**config.mk**
```make
export PLATFORM = sky130hd
export DESIGN_NAME = reel_stop_sequencer
export DESIGN_NICKNAME = d
export VERILOG_FILES = /design/src/rtl/reel_stop_sequencer.sv
export SDC_FILE = /design/constraint.sdc
export NUM_CORES = 1
export LEC_CHECK = 0
export CAP_MARGIN = 20
export CORE_ASPECT_RATIO = 1.75
export CORE_MARGIN = 2
export CORE_UTILIZATION = 40
export CTS_CLUSTER_DIAMETER = 100
export DETAILED_ROUTE_END_ITERATION = 10
export PLACE_DENSITY = 0.76
export SLEW_MARGIN = 30
export SYNTH_ARGS = -nofsm -noshare
export SYNTH_HDL_FRONTEND = slang
export SYNTH_SLANG_ARGS = --single-unit
```
**constraint.sdc**
```tcl
create_clock -name oclk -period 5.05 [get_ports oclk]
set_input_delay 0.505 -clock oclk [delete_from_list [all_inputs] [get_ports oclk]]
set_output_delay 0.505 -clock oclk [all_outputs]
set_load 0.05 [all_outputs]
```
**src/rtl/reel_stop_sequencer.sv**
```systemverilog
// Slot-machine play sequencer: spins four hex reels on the LFSR word, then locks them
// left to right with a fixed stagger, applying the rigged-win/lose/random outcome policy.
module reel_stop_sequencer #(
    parameter int SPIN_CYCLES    = 16,
    parameter int STAGGER_CYCLES = 4,
    parameter int CNT_W          = 8
) (
    input  logic        oclk,
    input  logic        RST,
    input  logic        EIN,
    input  logic        submit,
    input  logic        rig_win,
    input  logic        rig_lose,
    input  logic [15:0] rand_in,
    output logic        rng_en,
    output logic [15:0] reel_val,
    output logic [3:0]  reel_lock,
    output logic        busy,
    output logic        done,
    output logic        win
);

    typedef enum logic [1:0] {IDLE, SPIN, STOP, DONE} state_t;
    typedef enum logic [1:0] {MODE_RANDOM, MODE_WIN, MODE_LOSE} mode_t;

    localparam logic [CNT_W-1:0] SPIN_LAST    = CNT_W'(SPIN_CYCLES - 1);
    localparam logic [CNT_W-1:0] STAGGER_LAST = CNT_W'(STAGGER_CYCLES - 1);

    state_t            state_reg, state_next;
    mode_t             mode_reg, mode_next;
    logic [CNT_W-1:0]  cnt_reg, cnt_next;
    logic [15:0]       reel_val_reg, reel_val_next;
    logic [3:0]        reel_lock_reg, reel_lock_next;
    logic [3:0]        lock_now;
    logic              win_reg, win_next;
    logic              submit_q_reg;
    logic              rng_en_reg;
    logic              start;
    logic              load_all;
    logic              load_active;
    logic              clear;
    logic [3:0]        v3;

    assign start = submit & ~submit_q_reg;
    assign v3    = reel_val_reg[15:12];

    always_comb begin
        state_next     = state_reg;
        mode_next      = mode_reg;
        cnt_next       = cnt_reg;
        reel_lock_next = reel_lock_reg;
        win_next       = win_reg;
        lock_now       = 4'b0000;
        load_all       = 1'b0;
        load_active    = 1'b0;
        clear          = 1'b0;
        case (state_reg)
            IDLE, DONE: begin
                if (start) begin
                    state_next     = SPIN;
                    cnt_next       = '0;
                    reel_lock_next = 4'b0000;
                    win_next       = 1'b0;
                    load_all       = 1'b1;
                    if (rig_win & ~rig_lose)
                        mode_next = MODE_WIN;
                    else if (rig_lose & ~rig_win)
                        mode_next = MODE_LOSE;
                    else
                        mode_next = MODE_RANDOM;
                end
            end
            SPIN: begin
                load_active = 1'b1;
                if (cnt_reg == SPIN_LAST) begin
                    lock_now   = 4'b1000;
                    cnt_next   = '0;
                    state_next = STOP;
                end else begin
                    cnt_next = cnt_reg + 1'b1;
                end
            end
            STOP: begin
                if (reel_lock_reg[0]) begin
                    state_next = DONE;
                    win_next   = (reel_val_reg[15:12] == reel_val_reg[11:8]) &&
                                 (reel_val_reg[11:8]  == reel_val_reg[7:4])  &&
                                 (reel_val_reg[7:4]   == reel_val_reg[3:0]);
                end else begin
                    load_active = 1'b1;
                    if (cnt_reg == STAGGER_LAST) begin
                        // The next reel to lock is the one just right of the last locked reel
                        lock_now = {1'b0, reel_lock_reg[3:1] & ~reel_lock_reg[2:0]};
                        cnt_next = '0;
                    end else begin
                        cnt_next = cnt_reg + 1'b1;
                    end
                end
            end
            default: begin
                state_next     = IDLE;
                cnt_next       = '0;
                reel_lock_next = 4'b0000;
                win_next       = 1'b0;
                clear          = 1'b1;
            end
        endcase
        reel_lock_next = reel_lock_next | lock_now;
    end

    for (genvar gi = 0; gi < 4; gi++) begin : g_reel
        logic [3:0] rnd_nib;
        logic [3:0] lock_val;
        assign rnd_nib = rand_in[4*gi +: 4];
        if (gi == 3) begin : g_left
            assign lock_val = rnd_nib;
        end else if (gi == 0) begin : g_right
            assign lock_val = (mode_reg == MODE_WIN)  ? v3  :
                              (mode_reg == MODE_LOSE) ? ~v3 : rnd_nib;
        end else begin : g_mid
            assign lock_val = (mode_reg == MODE_RANDOM) ? rnd_nib : v3;
        end
        assign reel_val_next[4*gi +: 4] =
            clear                                   ? 4'h0 :
            load_all                                ? rnd_nib :
            (!load_active || reel_lock_reg[gi])     ? reel_val_reg[4*gi +: 4] :
            lock_now[gi]                            ? lock_val : rnd_nib;
    end

    always_ff @(posedge oclk) begin
        if (RST || !EIN) begin
            state_reg     <= IDLE;
            mode_reg      <= MODE_RANDOM;
            cnt_reg       <= '0;
            reel_val_reg  <= 16'h0000;
            reel_lock_reg <= 4'b0000;
            win_reg       <= 1'b0;
            submit_q_reg  <= 1'b0;
            rng_en_reg    <= RST;
        end else begin
            state_reg     <= state_next;
            mode_reg      <= mode_next;
            cnt_reg       <= cnt_next;
            reel_val_reg  <= reel_val_next;
            reel_lock_reg <= reel_lock_next;
            win_reg       <= win_next;
            submit_q_reg  <= submit;
            rng_en_reg    <= (state_next != DONE);
        end
    end

    assign rng_en    = rng_en_reg;
    assign reel_val  = reel_val_reg;
    assign reel_lock = reel_lock_reg;
    assign busy      = (state_reg == SPIN) || (state_reg == STOP);
    assign done      = (state_reg == DONE);
    assign win       = win_reg;

endmodule

```
=== Yosys cells after proc, flatten, opt, wreduce, memory -nomap -nowiden ===
Index checks and enable logic that the tools add are counted.

* Bits in registers: 35
* Output and inout bits: 24

* Reduce and logical (&&, ||, !) cells: 17
* Bitwise operators: 10
* Mux-type cells: 40
* Equal/unequal tests: 18
* Add/subtract/negate cells: 1

{| class="wikitable"
|+ Operator list
! operator !! number
|-
| $mux 4 || 18
|-
| $mux 8 || 4
|-
| $pmux 8 s3 || 1
|-
| $ne 2x2->1 const B || 8
|-
| $eq 4x4->1 || 3
|-
| $mux 2 || 5
|-
| $add 8x1->8 const B || 1
|-
| $eq 8x2->1 const B || 1
|-
| $eq 8x4->1 const B || 1
|-
| $pmux 4 s2 || 1
|-
| $eq 2x2->1 const B || 3
|-
| $logic_or 1x1->1 || 6
|-
| $mux 1 || 6
|-
| $mux 3 || 2
|-
| $pmux 2 s3 || 1
|-
| $eq 2x1->1 const B || 2
|-
| $logic_not 2->1 || 2
|-
| $not 4->4 || 1
|-
| $or 4x4->4 || 1
|-
| $pmux 1 s2 || 2
|-
| $reduce_and 2->1 || 2
|-
| $and 1x1->1 || 3
|-
| $and 3x3->3 || 1
|-
| $not 1->1 || 3
|-
| other kinds (6) || 8
|}

=== Logic depth before layout (Yosys ltp) ===
* Word-level depth: 8
* Depth in mapped cells: 8

=== Worst setup path before layout ===
No wires, ideal clock.

* Path kind: reg2reg
* Start: reg state_reg[0]
* End: reg rng_en_reg, in the netlist rng_en
* Period minus slack after synthesis: 1.957 ns
* Buffers on the path: 1
* Setup slack: 3.093 ns
* Arrival time: 1.838 ns
* Cell stages (with the launch flop): 8
* Data required time: 4.931 ns
* Cells stage by stage: dfxtp_1 > inv_1 > ha_1 > clkbuf_1 > inv_1 > nand4_1 > a31oi_1 > a21oi_1

* Longest elaborated chain between the ends: 5

{| class="wikitable"
|+ RTL lines
! what !! line !! RTL
|-
| start: declaration || 29 || <nowiki>state_t state_reg, state_next;</nowiki>
|-
| start signal: assignment || 141 || <nowiki>state_reg <= state_next;</nowiki>
|-
| $eq 2x2->1 or $logic_not 2->1 (tied branches) || 57 || <nowiki>case (state_reg)</nowiki>
|-
| $reduce_or 2->1 || 57 ||
|-
| $pmux 2 s3 * || 57 ||
|-
| $ne 2x2->1 * || 148 || <nowiki>rng_en_reg <= (state_next != DONE);</nowiki>
|-
| $mux 1 * || 131 || <nowiki>if (RST || !EIN) begin</nowiki>
|-
| end signal: assignment || 148 ||
|-
| end: declaration || 37 || <nowiki>logic rng_en_reg;</nowiki>
|}

Mark *: on every way between the ends. The rest lies on a longest branch, timed or not.
A chain may end at the register's enable or synchronous reset.

=== Worst setup path in the final report ===
* Start: reg state_reg[0]
* End: out busy

* Longest elaborated chain between the ends: 2

{| class="wikitable"
|+ RTL lines
! what !! line !! RTL
|-
| $eq 2x1->1 or $eq 2x2->1 (tied branches) || 155 || <nowiki>assign busy = (state_reg == SPIN) || (state_reg == STOP);</nowiki>
|-
| $logic_or 1x1->1 * || 155 ||
|-
| end: declaration || 18 || <nowiki>output logic busy,</nowiki>
|}

Marks and branches as above.

==> impl_results.md <==
* Outcome: finished clean
* Post-route total power at about 0.0007 W
* Ranking of synthesized cells by area: dfxtp_1 (31%), a21oi_1 (6.1%), nand3_1 (4.0%), o211ai_1 (4.0%), a31oi_1 (3.1%)
* # Post-CTS Setup Buffers at 0
* Hpwl dp at between 4000 and 5000 um
* First-pass DRT Iterations at 4
* DP Cell Count at ~370
* Top-area cell type share of the netlist area at 0.315
* Crit path launch: state_reg[0]$_SDFF_PP0_
* Post-DRT Antenna Nets at 0
* M1 wire length at approximately 2500 um
* Routability Congestion at slightly above 0.8
* H-tree depth at 2
* PortBufs at 45
* Req. time, crit path at between 4000 and 5000 ps
* Peak VDD IR at 0.000131 V
* Vias in the first global route at 2101
* Total number of vias at 2255
* Post-CTS Resized at 0
* Clock Power Share at 0.381
* Clock sink total at 35
* Inserted Clock Buffers at 5
* Number of synthesized flops with an enable pin at 0
* FILL cells at 507
* Worst Hold Launch: win$_SDFFE_PP0P_
* Flop pwr share at 0.424
* CP endpoint kind: output pin
* Distinct cells, synth at 53
* Number of diodes at 0
* Synth Cell Area at around 0.0022 mm^2
* Wire length per cell at 16.0 um
* MaxCap Viol Count at 0
* Actual slew at the worst max-slew pin at 790 ps
* Post-Layout Cell Count at 380
* Synth area leader: dfxtp_1
* Clk_skew at about 2.0 ps
* Worst Setup Start Kind: flop
* Tmin final at 2820 ps
* CTS tree: built
* Reg clk slew, reported paths at 70 ps
* Initial antenna violation count at 0
* WS Path Type: flop to output pin
* Share of layout cells above drive strength 1 at 0.0789
* Comb power frac at 0.196
* Slew HR at 0.469
* Cells after synthesis at between 200 and 300
* Leak at 0.982 nW
* Latest clock arrival within the worst-skew pair at 290 ps
* Global-route usage over all layers at 0.209
* I/O pin cnt at 46
* Register area share after synthesis at 0.315
* Post-layout util at 0.516
* Critical Path AT at between 2000 and 2500 ps
* Top Metal Used: met4
* DRT iter0 DRCs at between 100 and 150
* CP Max Fanout at 17
* Ys async rst share at 0
* Period utilization at 0.559
* Switch Pwr at between 0.00015 and 0.0002 W
* Fin area at 0.00281 mm^2
* Clk root buf: clkbuf_8
* Congestion Overflow GR at 0
* First-pass GRT wire length at 9800 um
* Wire length on met2 at ~3200 um
* Top_reg_cell synth: dfxtp_1
* Yosys Warn Count at 0
* Cts hold-fix bufs at 0
* Final nets at 330
* Post-Syn Area per Cell at approximately 8.4 um^2
* Met3 routed WL at ~230 um
* Largest register FFs at 16
* Die outline height at about 100 um
* Worst r2r src: state_reg[0]$_SDFF_PP0_
* Final setup fails at 0
* Fmax achieved at around 0.35 GHz
* Hold Violations, Final at 0
* # DRC at 0
* Post-synthesis register bit count at 35
* Area of placed instances at between 0.002 and 0.003 mm^2
* Drt via density at between 5 and 6
* Internal power at 0.000501 W
* Row count at 36
* Post-synth net total at 291
* RSZ-0062 raised after global routing: false
* Switching Fraction at 0.282
* Largest net degree at the start of global routing at 28
* Initial core utilization at 0.408
* Final Slew Violations at 0
* Syn-to-layout area delta at 26.3%
* Total Die Area at just over 0.006 mm^2
* Hold Crit Class: flop to flop
* Clk buf depth at 2
* Setup TNS at 0 ps
* Total routed wirelength at 6090 um
* PD cells at 248 mW/mm^2
* Die W at 60.4 um
* Core box area at approximately 0.0055 mm^2
==> worst max-delay path: stages, from the launching register on <==
cell and delay [ps]:
dfxtp_1 410, inv_1 80, ha_1 510, inv_1 200
clkdlybuf4s50_1 820
==> through the flow <==
stage	worst slack [ps]	hold slack, ps
final	2230	513
after global routing	2080	520
after CTS	2230	521
after detailed placement	2570	510
after global placement	2620	483
after floorplan	3090	490
==> cells by family (layout without fill, tap and decap cells) <==
group / count (synthesis) / in the layout / synth area share
DFF: 35 / 35 / 0.315
AOI/OAI and AO/OA: 104 / 104 / 0.323
buffers and inverters: 28 / 68 / 0.0646
xor gates and xnor gates: 2 / 2 / 0.00787
muxes: 5 / 5 / 0.0225
and+or+nand+nor: 85 / 85 / 0.239
adders and majority gates: 5 / 5 / 0.0281
==> synth_stat cells, types with 3 or more instances <==
cell type and count:
nor2b_1 6, a211o_1 4, a211oi_2 4, o311a_1 5, nor3b_1 3, clkbuf_1 7, nand4_1 5, and3_1 4
and2_1 4, nor4bb_1 3, dfxtp_1 35, nand2_1 15, a22oi_1 3, a31oi_1 11, ha_1 5, a21oi_1 27
nand2b_1 7, o21ai_0 13, o211ai_1 12, nor2_1 6, mux2i_1 5, a211oi_1 9, nand3_1 18, inv_1 13
buf_4 3
==> metal layers <==
metal	track usage	vias to the layer above
met3	0.0414	15
met4	0.115	0
met5	0	-
li1	-	1089
met2	0.345	64
met1	0.246	1087
==> area by class of cell <==
cell class                      instances  area (um^2)  area share
Clock buffer                            6         82.6      0.0294
Multi-Input combinational cell        201         1380       0.492
Timing Repair Buffer                   47          465       0.166
Sequential cell                        35          701       0.249
Clock inverter                          2         35.0      0.0125
Tap cell                               76         95.1      0.0338
Inverter                               13         48.8      0.0174
==> cell usage in the layout, fill, tap and decap left out, types with 3 or more instances in the layout <==
master / n
nand2_1: 15
o211ai_1: 12
a31oi_1: 11
nor4bb_1: 3
nor2b_1: 6
mux2i_1: 5
a211o_1: 4
a211oi_1: 9
o21ai_0: 13
and2_1: 4
clkdlybuf4s50_1: 45
nand4_1: 5
nand2b_1: 6
a22oi_1: 3
inv_1: 13
a21oi_1: 27
a211oi_2: 4
dfxtp_1: 35
nor3b_1: 3
nor2_1: 6
nand3_1: 18
ha_1: 5
o311a_1: 5
and3_1: 4
clkbuf_8: 6
==> worst paths after layout <==
| kind | to | slack [ps] | depth (start not counted) |
|---|---|---|---|
| setup / recovery | busy | 2230 | 4 |
| hold / removal | win$_SDFFE_PP0P_ | 510 | 2 |
| setup reg to reg | cnt_reg[5]$_SDFFE_PP0P_ | 2640 | 6 |
| hold reg to reg | win$_SDFFE_PP0P_ | 510 | 2 |
==> power by group through the flow <==
| stage | clock network (W) | registers, W | logic, W |
|---|---|---|---|
| after floorplan | 0 | 0.000323 | 0.0000670 |
| after global placement | 0 | 0.000302 | 0.000134 |
| after detailed placement | 0 | 0.000302 | 0.000135 |
| after CTS | 0.000270 | 0.000295 | 0.000136 |
| after global routing | 0.000283 | 0.000297 | 0.000147 |
| final | 0.000266 | 0.000296 | 0.000137 |
(Power assumes the default switching activity.)
